<file path="src/rtl/mips_commit_trace.sv">
// Commit trace capture: forms 24-bit records from core write strobes, queues them in a
// FIFO and serializes each record as three bytes over a valid/ready byte stream.
module mips_commit_trace #(
    parameter int DEPTH = 8
) (
    input  logic       clk,
    input  logic       rst,
    input  logic       RegWrite,
    input  logic       MemWrite,
    input  logic [5:0] PCout,
    input  logic [4:0] WriteReg,
    input  logic [7:0] WriteBack,
    input  logic [7:0] ALUResult,
    input  logic [7:0] readd2,
    input  logic       capture_en,
    input  logic       clear,
    output logic       out_valid,
    input  logic       out_ready,
    output logic [7:0] out_byte,
    output logic [6:0] fifo_level,
    output logic       overflow,
    output logic [7:0] drop_count
);

    localparam int AW = (DEPTH > 1) ? $clog2(DEPTH) : 1;
    localparam logic [6:0] DEPTH_L = 7'(DEPTH);

    typedef enum logic [1:0] {IDLE, B0, B1, B2} state_t;

    state_t        state;
    state_t        state_next;
    logic [23:0]   mem [DEPTH];
    logic [AW-1:0] wr_ptr;
    logic [AW-1:0] rd_ptr;
    logic [6:0]    level;
    logic [23:0]   cur;
    logic [23:0]   rec;
    logic          rec_valid;
    logic          pop;
    logic          push;
    logic          drop;

    always_comb begin
        rec       = '0;
        rec_valid = 1'b0;
        if (capture_en && RegWrite) begin
            rec       = {(MemWrite ? 2'b11 : 2'b01), PCout, 3'b000, WriteReg, WriteBack};
            rec_valid = 1'b1;
        end else if (capture_en && MemWrite) begin
            rec       = {2'b10, PCout, ALUResult, readd2};
            rec_valid = 1'b1;
        end
    end

    // A pop happens on leaving IDLE or on final-byte acceptance, so a full FIFO can
    // still take a record on the edge that frees a slot.
    assign pop  = (level != '0) && ((state == IDLE) || ((state == B2) && out_ready));
    assign push = rec_valid && ((level < DEPTH_L) || pop);
    assign drop = rec_valid && !push;

    always_comb begin
        state_next = state;
        out_valid  = 1'b1;
        out_byte   = '0;
        case (state)
            IDLE: begin
                out_valid = 1'b0;
                if (pop) state_next = B0;
            end
            B0: begin
                out_byte = cur[23:16];
                if (out_ready) state_next = B1;
            end
            B1: begin
                out_byte = cur[15:8];
                if (out_ready) state_next = B2;
            end
            B2: begin
                out_byte = cur[7:0];
                if (out_ready) state_next = pop ? B0 : IDLE;
            end
            default: state_next = IDLE;
        endcase
    end

    always_ff @(posedge clk) begin
        if (push) mem[wr_ptr] <= rec;
    end

    always_ff @(posedge clk or posedge rst) begin
        if (rst) begin
            state  <= IDLE;
            cur    <= '0;
            wr_ptr <= '0;
            rd_ptr <= '0;
            level  <= '0;
        end else begin
            state <= state_next;
            if (pop) begin
                cur    <= mem[rd_ptr];
                rd_ptr <= rd_ptr + AW'(1);
            end
            if (push) wr_ptr <= wr_ptr + AW'(1);
            case ({push, pop})
                2'b10:   level <= level + 7'd1;
                2'b01:   level <= level - 7'd1;
                default: level <= level;
            endcase
        end
    end

    always_ff @(posedge clk or posedge rst) begin
        if (rst) begin
            overflow   <= 1'b0;
            drop_count <= '0;
        end else if (clear) begin
            overflow   <= 1'b0;
            drop_count <= '0;
        end else if (drop) begin
            overflow <= 1'b1;
            if (drop_count != 8'hFF) drop_count <= drop_count + 8'd1;
        end
    end

    assign fifo_level = level;

endmodule

</file>
<file path="config.mk">
export PLATFORM = sky130hd
export DESIGN_NAME = mips_commit_trace
export DESIGN_NICKNAME = d
export VERILOG_FILES = /design/src/rtl/mips_commit_trace.sv
export SDC_FILE = /design/constraint.sdc
export NUM_CORES = 1
export LEC_CHECK = 0
export ABC_AREA = 1
export BUFFER_PORTS_ARGS = -buffer_cell sky130_fd_sc_hd__clkbuf_2
export CAP_MARGIN = 10
export CORE_MARGIN = 10
export CORE_UTILIZATION = 54
export CTS_BUF_LIST = sky130_fd_sc_hd__clkbuf_2
export CTS_CLUSTER_DIAMETER = 150
export DETAILED_ROUTE_END_ITERATION = 16
export PLACE_DENSITY = 0.74
export SETUP_SLACK_MARGIN = 0.05
export SYNTH_ARGS = -nofsm -noshare
export SYNTH_HDL_FRONTEND = slang
export SYNTH_SLANG_ARGS = --single-unit
</file>
<file path="constraint.sdc">
create_clock -name clk -period 4.9 [get_ports clk]
set_clock_uncertainty 0.05 [all_clocks]
set_input_delay 0.49 -clock clk [delete_from_list [all_inputs] [get_ports clk]]
set_output_delay 0.49 -clock clk [all_outputs]
set_load 0.05 [all_outputs]
</file>
# After elaboration in Yosys (flattened, before gate mapping)
# Memory sizes are Yosys's and may differ from the RTL's. A register that Yosys moved wholly into a read port is not among the register bits.
# Index checks and enable logic that the tools add are counted.
[word_totals]
ff_bits = 24
ramBits = 192
in_bits = 42
out_inout_bits = 25
word_cells = 60
mem_count = 1
[memory_table]
columns = ["name", "words", "word_bits", "rd", "rd_ports_with_merged_regs", "wr", "line_no", "text"]
rows = [
  ["mem", 8, 24, 1, 1, 1, "32", "logic [23:0] mem [DEPTH];"],
]
[classes]
add_sub_neg = 5
order_cmp = 1
eq_ne = 10
mux = 21
reduce_logical = 16
[ops]
columns = ["op", "n"]
rows = [
  ["$mux 24", 2],
  ["$mux 8", 3],
  ["$pmux 8 s3", 1],
  ["$pmux 7 s2", 1],
  ["$mux 2", 5],
  ["$add 8x1->8 const B", 1],
  ["$mux 1", 8],
  ["$ne 2x2->1 const B", 4],
  ["$ne 8x8->1 const B", 1],
  ["$pmux 2 s4", 1],
  ["$add 7x1->7 const B", 1],
  ["$lt 7x4->1 const B", 1],
  ["$reduce_bool 7->1", 1],
  ["$sub 7x1->7 const B", 1],
  ["$add 3x1->3 const B", 2],
  ["$eq 2x2->1 const B", 3],
  ["$logic_and 1x1->1", 6],
  ["$reduce_bool 2->1", 3],
  ["$eq 2x1->1 const B", 2],
  ["$reduce_and 4->1", 1],
  ["$logic_not 2->1", 1],
  ["$logic_or 1x1->1", 2],
  ["$reduce_and 2->1", 1],
  ["$logic_not 1->1", 1],
]

# Logic depth before layout (Yosys ltp)
# Gate-level depths: netlist of the first run.
[logic_depth]
word_depth = 10
ltp_mapped = 18
mapped_depth_nobuf = 18

# Worst setup path before layout of the first run
# No wires, ideal clock.
[synth_timing]
path_kind = "register to register"
from = "register level[5] (netlist: fifo_level[5])"
to = "memory mem[0][0] (enable)"
setup_ns = 0.435
arrival_ns = 3.110
required_time_ns = 4.415
slack_ns = 1.304
path_stages_with_launch = 8
path_buffers = 1
period_less_slack_ns = 3.596
path_cell_list = "dfrtp_1 -> nor2_1 -> nand2_1 -> or2_1 -> nand2_1 -> nand2_1 -> buf_4 -> nor3_1"
[synth_between]
elab_chain_cells = 6
[synth_lines]
columns = ["item", "line_no", "text"]
rows = [
  ["from (decl)", "35", "logic [6:0] level;"],
  ["from (signal assigned)", "105", "2'b10: level <= level + 7'd1;"],
  ["from (signal assigned)", "106", "2'b01: level <= level - 7'd1;"],
  ["from (signal assigned)", "107", "default: level <= level;"],
  ["parallel branches: the longest is 2 deep, another holds $lt 7x4->1", "n/a", ""],
  ["$logic_or 1x1->1 (*)", "58", "assign push = rec_valid && ((level < DEPTH_L) || pop);"],
  ["$logic_and 1x1->1 (*)", "58", ""],
  ["$mux 1 (*)", "87", "if (push) mem[wr_ptr] <= rec;"],
  ["$mux 1 (implied by the code) (*)", "87", ""],
  ["to (decl)", "32", ""],
]
# Every way passes the cells marked *.

# Worst setup path after layout of the first run
[layout_timing]
from = "register state[0]"
to = "register level[6] (netlist: fifo_level[6])"
[layout_between]
elab_chain_cells = 8
[layout_lines]
columns = ["item", "line_no", "text"]
rows = [
  ["from (decl)", "30", "state_t state;"],
  ["from (signal assigned)", "98", "state <= state_next;"],
  ["$eq 2x2->1", "57", "assign pop = (level != '0) && ((state == IDLE) || ((state == B2) && out_ready));"],
  ["$logic_and 1x1->1", "57", ""],
  ["$logic_or 1x1->1 (*)", "57", ""],
  ["$logic_and 1x1->1 (*)", "57", ""],
  ["$logic_or 1x1->1", "58", ""],
  ["$logic_and 1x1->1", "58", ""],
  ["$eq 2x1->1 or $eq 2x2->1 (tied branches)", "104", "case ({push, pop})"],
  ["$pmux 7 s2 or $reduce_bool 2->1 (tied branches)", "n/a", ""],
]
# Mark *: on every way between the ends. The rest lies on a longest branch, timed or not.
# A chain may end at the register's enable or synchronous reset.

==> results of run 1 <==
## metrics by stage
step | setup WS [ns] | area (sq um) | power, uW | std cells | hold slack, ns
after floorplan | 1.30 | 10500 | 4790 | 920 | 0.399
after global placement | 1.76 | 11100 | 5400 | 1219 | 0.416
after detailed placement | 1.64 | 11100 | 5490 | 1219 | 0.420
after CTS | 1.74 | 11700 | 6790 | 1329 | 0.0108
after global routing | 1.39 | 11700 | 7220 | 1330 | 0.0122
final | 1.69 | 11700 | 6750 | 1330 | 0.0604
## sequential cells by signal, summed over array words and instances (netlist names)
signal and flops:
mem 192, cur 24, drop_count 8, fifo_level 7, rd_ptr 3, wr_ptr 3, state 2, overflow 1
## placed cells by master, fill, tap and decap left out, drive strengths merged
cell type,instances
a21oi,62
a31oi,1
buf,22
bufinv,1
clkbuf,155
clkinv,18
dfrtp,48
diode,1
dlygate4sd3,3
edfxtp,192
fa,1
ha,12
inv,108
mux2i,34
nand2,182
nand3,67
nand4,4
nor2,23
nor3,10
nor3b,2
o211ai,49
o21a,1
o21ai,61
o31ai,2
or2,2
xnor2,3
xor2,6
## path summary, 6_finish.rpt
kind | from | endpoint | slack (ns) | depth (start not counted)
max | state[0]$_DFFE_PP0P_ | fifo_level[6]$_DFFE_PP0P_ | 1.69 | 15
max reg2reg | state[0]$_DFFE_PP0P_ | fifo_level[6]$_DFFE_PP0P_ | 1.69 | 15
max in group asynchronous | rst | rd_ptr[0]$_DFFE_PP0P_ | 3.65 | 3
min reg2reg | cur[14]$_DFFE_PP0P_ | cur[14]$_DFFE_PP0P_ | 0.44 | 2
min | ALUResult[7] | mem[2][15]$_DFFE_PP_ | 0.06 | 3
min in group asynchronous | rst | drop_count[3]$_DFFE_PP0P_ | 0.39 | 3
## cells in the mapped netlist, types with 3 or more instances
cell type	number
ha_1	12
inv_1	104
mux2i_1	34
inv_2	4
xor2_1	6
nand4_1	4
o21ai_0	57
o21ai_1	3
o211ai_1	49
a21oi_1	62
dfrtp_1	48
nor3_1	10
nor2_1	22
nand2_1	178
buf_2	14
edfxtp_1	192
xnor2_1	3
clkbuf_1	23
nand3_1	65
buf_4	7
buf_1	4
## tightest hold or removal path, cell delays in order
cell and delay [ns]:
clkbuf_2 0.08, inv_1 0.07, nor2_1 0.12
## cells by family after synthesis
| logic type | synth area share [%] |
|---|---|
| compound gates | 9.72 |
| xor+xnor | 0.754 |
| fa+ha+maj | 1.63 |
| buf+inv | 6.16 |
| flops | 66.6 |
| mux | 3.25 |
| simple gates | 11.9 |
## cell type report
class                      count  area share, %
antenna                        1         0.0215
clock buffer                  89           3.82
clock inverter                18          0.805
inverter                     109           3.51
multi-input combinational    522           24.7
sequential                   240           59.8
tap                          260           2.79
timing repair buffer          91           4.51
## layer usage
metal / GRT usage [%] / up-vias / wire length, um
met5: 0 / - / 0
met4: 5.73 / 0 / 345
met3: 4.39 / 28 / 1800
met2: 30.5 / 282 / 11700
met1: 24.2 / 3477 / 10200
li1: - / 3444 / -
## where the power goes
group | switching [uW] | internal, uW | total, uW
clock | 761 | 532 | 1290
combinational | 1820 | 790 | 2610
sequential | 292 | 2560 | 2850
total | 2870 | 3880 | 6750
## what timing repair did
| action | CTS | global route |
|---|---|---|
| hold endpoints to repair | 63 | 0 |
| gates resized for setup | 0 | 0 |
| buffers inserted | 0 | 0 |
| hold buffers | 3 | 0 |
==> run summary, run 1 <==
Run status = finished clean
CTS max path bufs = 3
Fill cells = 1563
Synth area leaders = edfxtp_1 55%, dfrtp_1 11%, nand2_1 6.4%
Register area = 6970 sq um
Core area = 18900 sq um
DPL Wire Length = 14.9 mm
Layout Nets = 1076
Buf+Inv Stages, Crit Path = 4
CP Cell Sequence = inv_1 -> ha_1 -> inv_1 -> o21ai_1 -> o21ai_2 -> inv_2 -> nand2_2 -> inv_1 -> ha_1 -> a21oi_1 -> nand3_1 -> nand3_1 -> nand2_1 -> nand3_1 -> nand2_1
Crit path launch type = register
Largest stage delay, worst path = 0.49 ns
Number of remaining DRC errors = 0
Cell variety after synth = 35
Setup TNS = 0 ns
Post-synth EDFFs = 192
Worst min path class = input port to register
Crit path kind = register to register
Gr usage total = 18.7%
Final wirelength = 24.0 mm
Root buf cell = clkbuf_2
Port bufs = 66
Overflow after GRT = 0
Yosys warning total = 0
Leakage Power = 0.00503 uW
Antenna-violating nets left = 0
H-tree depth = 2
Drt pass-1 iters = 5
Num ports = 67
PD cells = 579 nW/um^2
Avg Vias per Cell = 5.44
Syn Nets = 975
Vias post-DR = 7231
Hold Fails Final Rpt = 0
Die Span Y = 159 um
Gpl congestion = 0.854
RSZ-0062 raised after global routing = false
Delay-heaviest family, CP = buffers and inverters
Ys flop type = edfxtp_1
Die Wd = 159 um
Final core utilization = 61.7%
CTS tree = yes
Clk_lat worst skew = 0.83 ns
Final setup viols = 0
Synth Instances = 920
Max-Slew Margin vs Limit = 31.1%
Slowest CP cell = inv_2
Num rows = 50
Pin count of the biggest net entering global routing = 100
Vias in the first global route = 7140
Post-synth ARST share = 20.0%
Synthesis-stage register bit count = 240
VDD IR-drop max = 318 uV
Initial antenna violation count = 1
Yosys top cell area share = 55.1%
Worst slew pin tran = 1.03 ns
Max frequency = 0.311 GHz
Clock Pin Slew Worst Setup and Hold Paths = 0.11 ns
Tcrit/Tclk final = 65.5%
Initial DRC Count = 655
Layout area overhead = 11.5%
Arr. time, crit path = 3.87 ns
First-pass GRT wire length = 38.3 mm
Fin. max-slew vios = 0
Starting density of the core = 55.3%
Multi-input gate area = 2890 sq um
Max-cap violations = 0
CP required = 5.56 ns
Layout cell share with drive strength beyond 1 = 18.9%
Post-synthesis instance area = 10500 sq um
Die ar. = 25300 sq um
Clock Sinks = 240
Number of CTS-inserted buffers = 57
Endpoint class of the critical path = register
Tmin final = 3.21 ns
Register area share after synthesis = 66.6%
Max FO, Critical Path = 29
Post-DR wirelength/cell = 18.0 um
Mean post-synth cell area = 11.4 sq um
Yosys top cell by area = edfxtp_1
(Power assumes the default switching activity.)
==> run 2, diff against run 1 <==
clock period = 3.01 ns   (was 4.9 ns; I/O delays follow)
==> run 2 against run 1 <==
Die area unchanged. Final cell count up 3.5%. Register-to-register slack worse by 1.2 ns. Total power up 63%. Sequential share of layout area down 2.2 points. Design area up 3.8%. Global-route usage down 0.079 points. Count of clock-buffer cells in the layout down 8. Critical path depth down 8. Sequential cell count unchanged. Sequential power up 62%. Clock power up 57%.
==> run summary, run 2 (same netlist as run 1, synthesis figures left out) <==
Die ar. = 25300 sq um
Biggest register = mem
Largest stage delay, worst path = 0.43 ns
Gpl congestion = 0.877
Setup Buffers After CTS = 0
Num rows = 50
CP Cell Sequence = inv_1 -> ha_1 -> nand2_1 -> nand3_1 -> nand2_1 -> inv_1 -> clkbuf_2
Commonest non-fill, non-tap cell in the layout = edfxtp_1
H-tree depth = 2
Port bufs = 66
PD cells = 912 nW/um^2
Antenna-violating nets left = 0
Crit path kind = register to output pin
Overflow after GRT = 0
Post-cts hold buffer count = 40
VDD IR-drop max = 481 uV
Cts repair resizes = 0
Gr usage total = 18.6%
First-pass GRT wire length = 38.4 mm
Avg Vias per Cell = 5.36
Multi-input gate area = 2890 sq um
Drt pass-1 iters = 5
Core area = 18900 sq um
Initial antenna violation count = 1
Layout Nets = 1123
Num ports = 67
Arr. time, crit path = 2.39 ns
Worst slew pin tran = 1.07 ns
Slowest CP cell = dfrtp_1
Max FFs per register = 192
Layout cell share with drive strength beyond 1 = 18.8%
RSZ-0062 raised after global routing = false
Endpoint class of the critical path = output pin
Die Span Y = 159 um
Setup slack, reg-to-reg = 0.45 ns
Most frequent cells in the layout = 192 x edfxtp_1, 178 x nand2_1, 147 x clkbuf_2
Hold Fails Final Rpt = 0
Vias post-DR = 7377
Post-DR wirelength/cell = 17.3 um
CTS max path bufs = 3
Final core utilization = 64.1%
Initial DRC Count = 496
CTS tree = yes
Max frequency = 0.365 GHz
Worst min path class = input port to asynchronous set/reset pin
Root buf cell = clkbuf_2
Number of CTS-inserted buffers = 57
Vias in the first global route = 7366
DPL Wire Length = 14.7 mm
Number of remaining DRC errors = 0
Clock Sinks = 240
CP required = 2.66 ns
Leakage Power = 0.00524 uW
Die Wd = 159 um
Fin. max-slew vios = 0
Fill cells = 1521
Layout area overhead = 15.8%
Pin count of the biggest net entering global routing = 70
Max-Slew Margin vs Limit = 28.6%
Final wirelength = 23.8 mm
Crit path launch type = register
Tmin final = 2.74 ns
Tcrit/Tclk final = 91.1%
Starting density of the core = 55.3%
Largest regs = mem: 192 flops, cur: 24 flops, drop_count: 8 flops
Final setup viols = 0
Clock Pin Slew Worst Setup and Hold Paths = 0.11 ns
Clk_lat worst skew = 0.84 ns
Delay-heaviest family, CP = buffers and inverters
Run status = finished clean
Setup TNS = 0 ns
Max-cap violations = 0
Max FO, Critical Path = 9
Buf+Inv Stages, Crit Path = 3
Register area = 6970 sq um
==> run 2: worst paths after layout <==
| check | start | depth (start not counted) | to |
|---|---|---|---|
| max | state[0]$_DFFE_PP0P_ | 7 | out_byte[3] |
| min | rst | 3 | fifo_level[4]$_DFFE_PP0P_ |
| max reg2reg | state[1]$_DFFE_PP0P_ | 18 | fifo_level[6]$_DFFE_PP0P_ |
| min reg2reg | cur[9]$_DFFE_PP0P_ | 2 | cur[9]$_DFFE_PP0P_ |
| max in group asynchronous | rst | 4 | wr_ptr[0]$_DFFE_PP0P_ |
| min in group clk | capture_en | 6 | wr_ptr[2]$_DFFE_PP0P_ |
==> run 2: per-stage QoR <==
step           setup slack (ns)  instances  power [uW]  instance area, sq um  hold WS, ns
6_report                  0.268       1376       11000                 12100       0.0915
3_5_place_dp              0.502       1229        9030                 11200        0.416
3_3_place_gp              0.560       1229        8930                 11200        0.414
5_1_grt                  0.0682       1376       11800                 12100       0.0925
2_1_floorplan            -0.586        920        7800                 10500        0.399
4_1_cts                   0.197       1375       11100                 12100      0.00522
==> run 2: layout make-up <==
cell class	count	share of cell area [%]
sequential	240	57.6
antenna	1	0.0207
clock inverter	25	0.899
multi-input combinational	522	23.8
inverter	109	3.38
tap	260	2.69
clock buffer	81	3.35
timing repair buffer	138	8.23
==> run 2: worst register-to-register path: cells and delay by family (launching register included) <==
kind	cells	cell delay [ns]
buffers and inverters	5	0.46
adders and majority gates	2	0.58
AOI/OAI and AO/OA	2	0.19
DFF	1	0.42
and+or+nand+nor	9	0.77
==> run 2: per-layer routing <==
metal	global-route usage (%)	up-vias	routed length, um
li1	-	3533	-
met4	7.41	0	700
met1	23.6	3525	10100
met5	0	-	0
met2	30.4	262	11500
met3	4.08	57	1580
==> run 2: where the power goes <==
part | internal (uW) | total, uW | switching (uW)
Sequential | 4170 | 4610 | 442
Combinational | 1400 | 4410 | 3010
Clock | 744 | 2020 | 1280
